**src/rtl/image_ycbcr422_to_444_param.sv**
```systemverilog
// image_ycbcr422_to_444_param: 4:2:2 {C,Y} to 4:4:4 {Y,Cb,Cr} chroma upsampler, fixed 2-clock latency.
// Define YCBCR444_RANGE_CLAMP_EN to clamp outputs to the video range scaled by 2^(DW-8).
module image_ycbcr422_to_444_param #(
    parameter int DW           = 8,
    parameter bit CB_FIRST_DEF = 1'b1,
    parameter int LAT          = 2
) (
    input  logic            clk,
    input  logic            rst_n,
    input  logic            cfg_cb_first,
    input  logic            per_frame_vsync,
    input  logic            per_frame_href,
    input  logic            per_frame_clken,
    input  logic [2*DW-1:0] per_frame_YCbCr,
    output logic            post_frame_vsync,
    output logic            post_frame_href,
    output logic            post_frame_clken,
    output logic [DW-1:0]   post_img_Y,
    output logic [DW-1:0]   post_img_Cb,
    output logic [DW-1:0]   post_img_Cr,
    output logic            odd_line_err
);
    logic [LAT-1:0] vs_q, vs_d, hs_q, hs_d;
    logic parity_q, parity_d, order_q, order_d, pend_q, pend_d, stb_q, stb_d, err_q, err_d;
    logic [DW-1:0] c0_q, c0_d, y0_q, y0_d, lcb_q, lcb_d, lcr_q, lcr_d, py_q, py_d;
    logic [DW-1:0] y_q, y_d, cb_q, cb_d, cr_q, cr_d;
    logic [DW-1:0] c_in, y_in, cb_n, cr_n, y_r, cb_r, cr_r;
    logic beat, odd, even, flush, vs_rise;

    assign c_in = per_frame_YCbCr[2*DW-1:DW];
    assign y_in = per_frame_YCbCr[DW-1:0];

`ifdef YCBCR444_RANGE_CLAMP_EN
    localparam logic [DW-1:0] LO   = DW'(16 << (DW - 8));
    localparam logic [DW-1:0] HI_Y = DW'(235 << (DW - 8));
    localparam logic [DW-1:0] HI_C = DW'(240 << (DW - 8));

    function automatic logic [DW-1:0] clamp(input logic [DW-1:0] v, input logic [DW-1:0] hi);
        return (v < LO) ? LO : (v > hi) ? hi : v;
    endfunction
`endif

    always_comb begin
        beat     = per_frame_href & per_frame_clken;
        odd      = beat & parity_q;
        even     = beat & ~parity_q;
        flush    = ~per_frame_href & parity_q;
        vs_rise  = per_frame_vsync & ~vs_q[0];
        cb_n     = order_q ? c0_q : c_in;
        cr_n     = order_q ? c_in : c0_q;
        vs_d     = {vs_q[LAT-2:0], per_frame_vsync};
        hs_d     = {hs_q[LAT-2:0], per_frame_href};
        parity_d = per_frame_href & (parity_q ^ beat);
        order_d  = vs_rise ? cfg_cb_first : order_q;
        c0_d     = even ? c_in : c0_q;
        y0_d     = even ? y_in : y0_q;
        // last pair's chroma doubles as the fallback for a flushed dangling beat
        lcb_d    = odd ? cb_n : (per_frame_href ? lcb_q : '0);
        lcr_d    = odd ? cr_n : (per_frame_href ? lcr_q : '0);
        pend_d   = odd;
        py_d     = odd ? y_in : py_q;
        stb_d    = odd | pend_q | flush;
        y_r      = (odd | flush) ? y0_q : pend_q ? py_q : y_q;
        cb_r     = odd ? cb_n : pend_q ? lcb_q : flush ? (order_q ? c0_q : lcb_q) : cb_q;
        cr_r     = odd ? cr_n : pend_q ? lcr_q : flush ? (order_q ? lcr_q : c0_q) : cr_q;
`ifdef YCBCR444_RANGE_CLAMP_EN
        y_d      = clamp(y_r, HI_Y);
        cb_d     = clamp(cb_r, HI_C);
        cr_d     = clamp(cr_r, HI_C);
`else
        y_d      = y_r;
        cb_d     = cb_r;
        cr_d     = cr_r;
`endif
        // flush sets before the vsync edge clears, so a coincident vsync wins
        err_d    = ~vs_rise & (err_q | flush);
    end

    always_ff @(posedge clk or negedge rst_n) begin
        if (!rst_n) begin
            vs_q     <= '0;
            hs_q     <= '0;
            parity_q <= 1'b0;
            order_q  <= CB_FIRST_DEF;
            pend_q   <= 1'b0;
            stb_q    <= 1'b0;
            err_q    <= 1'b0;
            c0_q     <= '0;
            y0_q     <= '0;
            lcb_q    <= '0;
            lcr_q    <= '0;
            py_q     <= '0;
            y_q      <= '0;
            cb_q     <= '0;
            cr_q     <= '0;
        end else begin
            vs_q     <= vs_d;
            hs_q     <= hs_d;
            parity_q <= parity_d;
            order_q  <= order_d;
            pend_q   <= pend_d;
            stb_q    <= stb_d;
            err_q    <= err_d;
            c0_q     <= c0_d;
            y0_q     <= y0_d;
            lcb_q    <= lcb_d;
            lcr_q    <= lcr_d;
            py_q     <= py_d;
            y_q      <= y_d;
            cb_q     <= cb_d;
            cr_q     <= cr_d;
        end
    end

    assign post_frame_vsync = vs_q[LAT-1];
    assign post_frame_href  = hs_q[LAT-1];
    assign post_frame_clken = stb_q;
    assign post_img_Y       = y_q;
    assign post_img_Cb      = cb_q;
    assign post_img_Cr      = cr_q;
    assign odd_line_err     = err_q;
endmodule

```
**config.mk**
```make
export PLATFORM = sky130hd
export DESIGN_NAME = image_ycbcr422_to_444_param
export DESIGN_NICKNAME = d
export VERILOG_FILES = /design/src/rtl/image_ycbcr422_to_444_param.sv
export SDC_FILE = /design/constraint.sdc
export NUM_CORES = 1
export LEC_CHECK = 0
export CORE_ASPECT_RATIO = 1.5
export CORE_MARGIN = 5
export CORE_UTILIZATION = 49
export DETAILED_ROUTE_END_ITERATION = 16
export GPL_TIMING_DRIVEN = 1
export MAX_ROUTING_LAYER = met4
export PLACE_DENSITY = 0.76
export SLEW_MARGIN = 20
export SYNTH_ARGS = -nofsm -noshare
export SYNTH_HDL_FRONTEND = slang
export SYNTH_SLANG_ARGS = --single-unit
```
**constraint.sdc**
```tcl
create_clock -name clk -period 1.3 [get_ports clk]
set_input_delay 0.39 -clock clk [delete_from_list [all_inputs] [get_ports clk]]
set_output_delay 0.39 -clock clk [all_outputs]
set_load 0.05 [all_outputs]
```
==> impl_results.md <==
* Initial antenna violation count at 0
* Slew of the pin with the lowest slew margin at 0.341 ns
* Net Count, Synth at 294
* CTS tree: built
* Grt ovf at 0
* Worst path cell trace: buf_4 > buf_16 > o21a_1 > a211oi_2 > o31ai_4
* GRT Util Overall at 24.1%
* Required @ worst endpoint at 1.57 ns
* Cell-internal power at 6250 uW
* Die Y at between 100 and 150 um
* H-tree depth at 3
* CP Buf/Inv Count at 2
* Placeable Area at 0.00690 mm^2
* Logic gate share of total power at 42.8%
* Drt total wl at 10,200 um
* Final ANT Viol Nets at 0
* CP arrival at around 1.8 ns
* Synth area leaders: dfrtp_1 52%, mux2_2 8.1%, mux2_4 5.2%
* Clk pwr share at 22.8%
* Leakage at 0.00236 uW
* 1st-pass router iterations at 4
* Failing checks: setup timing
* VDD IR max at 1340 uV
* Synth warn at 0
* Share of layout cells above drive strength 1 at 51.6%
* I/O Pins at 50
* Final Cell Area at between 0.005 and 0.006 mm^2
* Detailed Route Iter0 Violations at 204
* Max_cap viols at 0
* Hold Path Class: register to register
* Unique cell type count in the Yosys netlist at 34
* Crit path max fanout at 8
* Final count of hold timing violations at 0
* Top_reg_cell synth: dfrtp_1
* FP Rows at 37
* Final hold slack at 0.366 ns
* Kind of critical path: register to register
* Synth top area share at between 50% and 60%
* Dpl hpwl at 5470 um
* DP Area at 0.00450 mm^2
* Max Slew Vio Count at 0
* Sw frac at 34.6%
* Slowest cell on crit path: dfstp_2
* Drt drc at 0
* Clk_skew at 0.0111 ns
* Yosys reg bits at between 70 and 80
* # diodes at 0
* CP peak stage delay at 0.64 ns
* Crit start category: register
* Max-slew headroom at 77.3%
* P&R area growth vs syn at 55.5%
* Worst-Skew Late Latency at 0.37 ns
* Sink Count at 73
* Status: finished, violations left
* RSZ-0062 raised after global routing: yes
* Starting density of the core at between 50% and 60%
* Flop pwr share at 34.4%
* Clock root buffer master: clkbuf_8
* Number of flops mapped to enable cells by yosys at 0
* Pin count of the biggest net entering global routing at slightly above 40
* F_max at roughly 660 MHz
* Final setup vio count at between 90 and 100
* Setup WS pre-CTS at -0.724 ns
* # fillers at approximately 370
* Synth Cell Area at 0.00347 mm^2
* Post-Route Utilization at between 70% and 80%
* Final WS setup at -0.225 ns
* Cell Pwr Density at 1770 mW/mm^2
* Async SR Flop Fraction at 100%
* Area leader, netlist: dfrtp_1
* Total power draw at between 9000 and 10,000 uW
* Die W at 78.7 um
* Crit path max-delay family: flip-flops
* Switching pwr at 3310 uW
* Total CTS buffers at 9
* Port Buffer Count at 49
* Clock Tree Buf Depth at 2
* Die area at 0.00891 mm^2
* Final Critical Period at about 1.5 ns
* Vias in the first global route at between 3,000 and 4,000
* Cells after synthesis at 269
* First-pass GRT wire length at 15,700 um
* Critical path endpoint category: register
* Final period utilization at 117%
* Avg Inst Size Synth at roughly 13 um^2
* Clock transition at the registers of the reported paths at 0.08 ns
* Post-synthesis sequential area ratio at about 53%
* Vias/cell at 6.16
* Drt wl/cell at 22.9 um
* Vias at 2,736
* Nets@finish at around 390
* RePlAce Congestion at ~0.88
## state kept, by name, indices dropped and copies added, names as in the netlist, 8 cells and up
register / count
c0_q: 8
lcb_q: 8
lcr_q: 8
post_img_Cb: 8
post_img_Cr: 8
post_img_Y: 8
py_q: 8
y0_q: 8
## per-layer routing
layer  global-route usage, %  wire, um  vias up
li1                        -         -     1210
met1                    26.5      3970     1385
met2                    38.9      5200      104
met3                    6.45       558       37
met4                    13.8       440        0
met5                       -         0        -
## stage by stage
step / setup TNS (ns) / std cells
detailed placement: -41.12 / 401
global route: -10.96 / 444
floorplan: -4.96 / 269
global placement: -38.89 / 401
finish: -8.54 / 444
CTS: -5.93 / 437
## repair_timing
item	CTS	global route
resized for setup	67	34
hold buffers	1	0
buffers inserted	14	9
hold endpoints to repair	9	0
setup endpoints to repair	94	93
cloned	5	0
pin swaps	13	1
## worst paths after layout
check,from,end,slack (ns),cells past startpoint
setup / recovery,order_q,post_img_Cr[5],-0.22,5
hold / removal,hs_q[0],hs_q[1],0.37,0
setup reg to reg,order_q,post_img_Cr[5],-0.22,5
hold reg to reg,hs_q[0],hs_q[1],0.37,0
max in group asynchronous,rst_n,c0_q[2],0.42,3
min in group asynchronous,rst_n,hs_q[1],0.42,2
## cells in the mapped netlist, types with 4 or more instances
cell / number
o32ai_1: 12
mux2_2: 25
mux2_4: 12
nand4_1: 4
mux2i_1: 10
dfrtp_1: 72
o21ai_1: 12
a22o_1: 13
o21ai_0: 7
o31ai_1: 4
a211oi_1: 16
buf_2: 12
nand2_1: 5
and3b_1: 8
inv_1: 4
nor2_1: 4
o2bb2ai_1: 12
o21a_1: 8
## layout make-up
class	count	area, um^2	area share [%]
Clock buffer	9	124	2.29
Clock inverter	7	119	2.20
Inverter	5	28.8	0.533
Multi-Input combinational cell	169	1830	34.0
Sequential cell	73	1830	33.9
Tap cell	78	97.6	1.81
Timing Repair Buffer	103	1370	25.3
## cells in the final DEF, fill, tap and decap left out, types with 2 or more instances in the layout
master,Yosys,final
o32ai_1,12,2
and2_1,3,2
buf_12,2,34
nand2b_1,2,2
and2b_4,0,2
bufinv_16,0,3
buf_16,0,3
o21ai_2,0,14
a211oi_1,16,12
buf_8,0,2
nor2_1,4,3
nand2_1,5,4
a22o_1,13,13
o21a_1,8,8
nor2b_1,2,2
o21ai_4,0,2
ha_4,0,3
and3b_1,8,8
mux2i_1,10,9
o31ai_2,0,2
clkinvlp_4,0,4
o21ai_1,12,3
a211oi_2,0,4
o32ai_2,0,10
dlygate4sd2_1,0,2
dfrtp_1,72,70
clkdlybuf4s50_1,0,18
o2bb2ai_1,12,12
buf_6,3,5
nand4_1,4,4
buf_4,2,37
mux2_4,12,38
clkbuf_8,0,9
dfrtp_2,0,2
## logic make-up (layout without fill, tap and decap cells)
group | count (synthesis) | count (layout) | synth area share [%]
AOI/OAI and AO/OA | 84 | 84 | 18.1
DFF | 73 | 73 | 52.6
muxes | 49 | 49 | 16.8
and+or+nand+nor | 32 | 33 | 6.09
buffers and inverters | 28 | 124 | 5.26
adders and majority gates | 3 | 3 | 1.08
## worst register-to-register path: stages, from the launching register on
cell	delay, ns
dfstp_2	0.64
buf_4	0.18
buf_16	0.12
o21a_1	0.18
a211oi_2	0.08
o31ai_4	0.23
## power groups by stage
stage	clock, uW	combinational [uW]	sequential (uW)
5_1_grt	2270	4260	3350
6_report	2180	4090	3290
3_5_place_dp	0	3410	3270
2_1_floorplan	0	984	3980
4_1_cts	2170	3890	3250
3_3_place_gp	0	3360	3260
No activity file was read; power rests on OpenSTA's default activity.
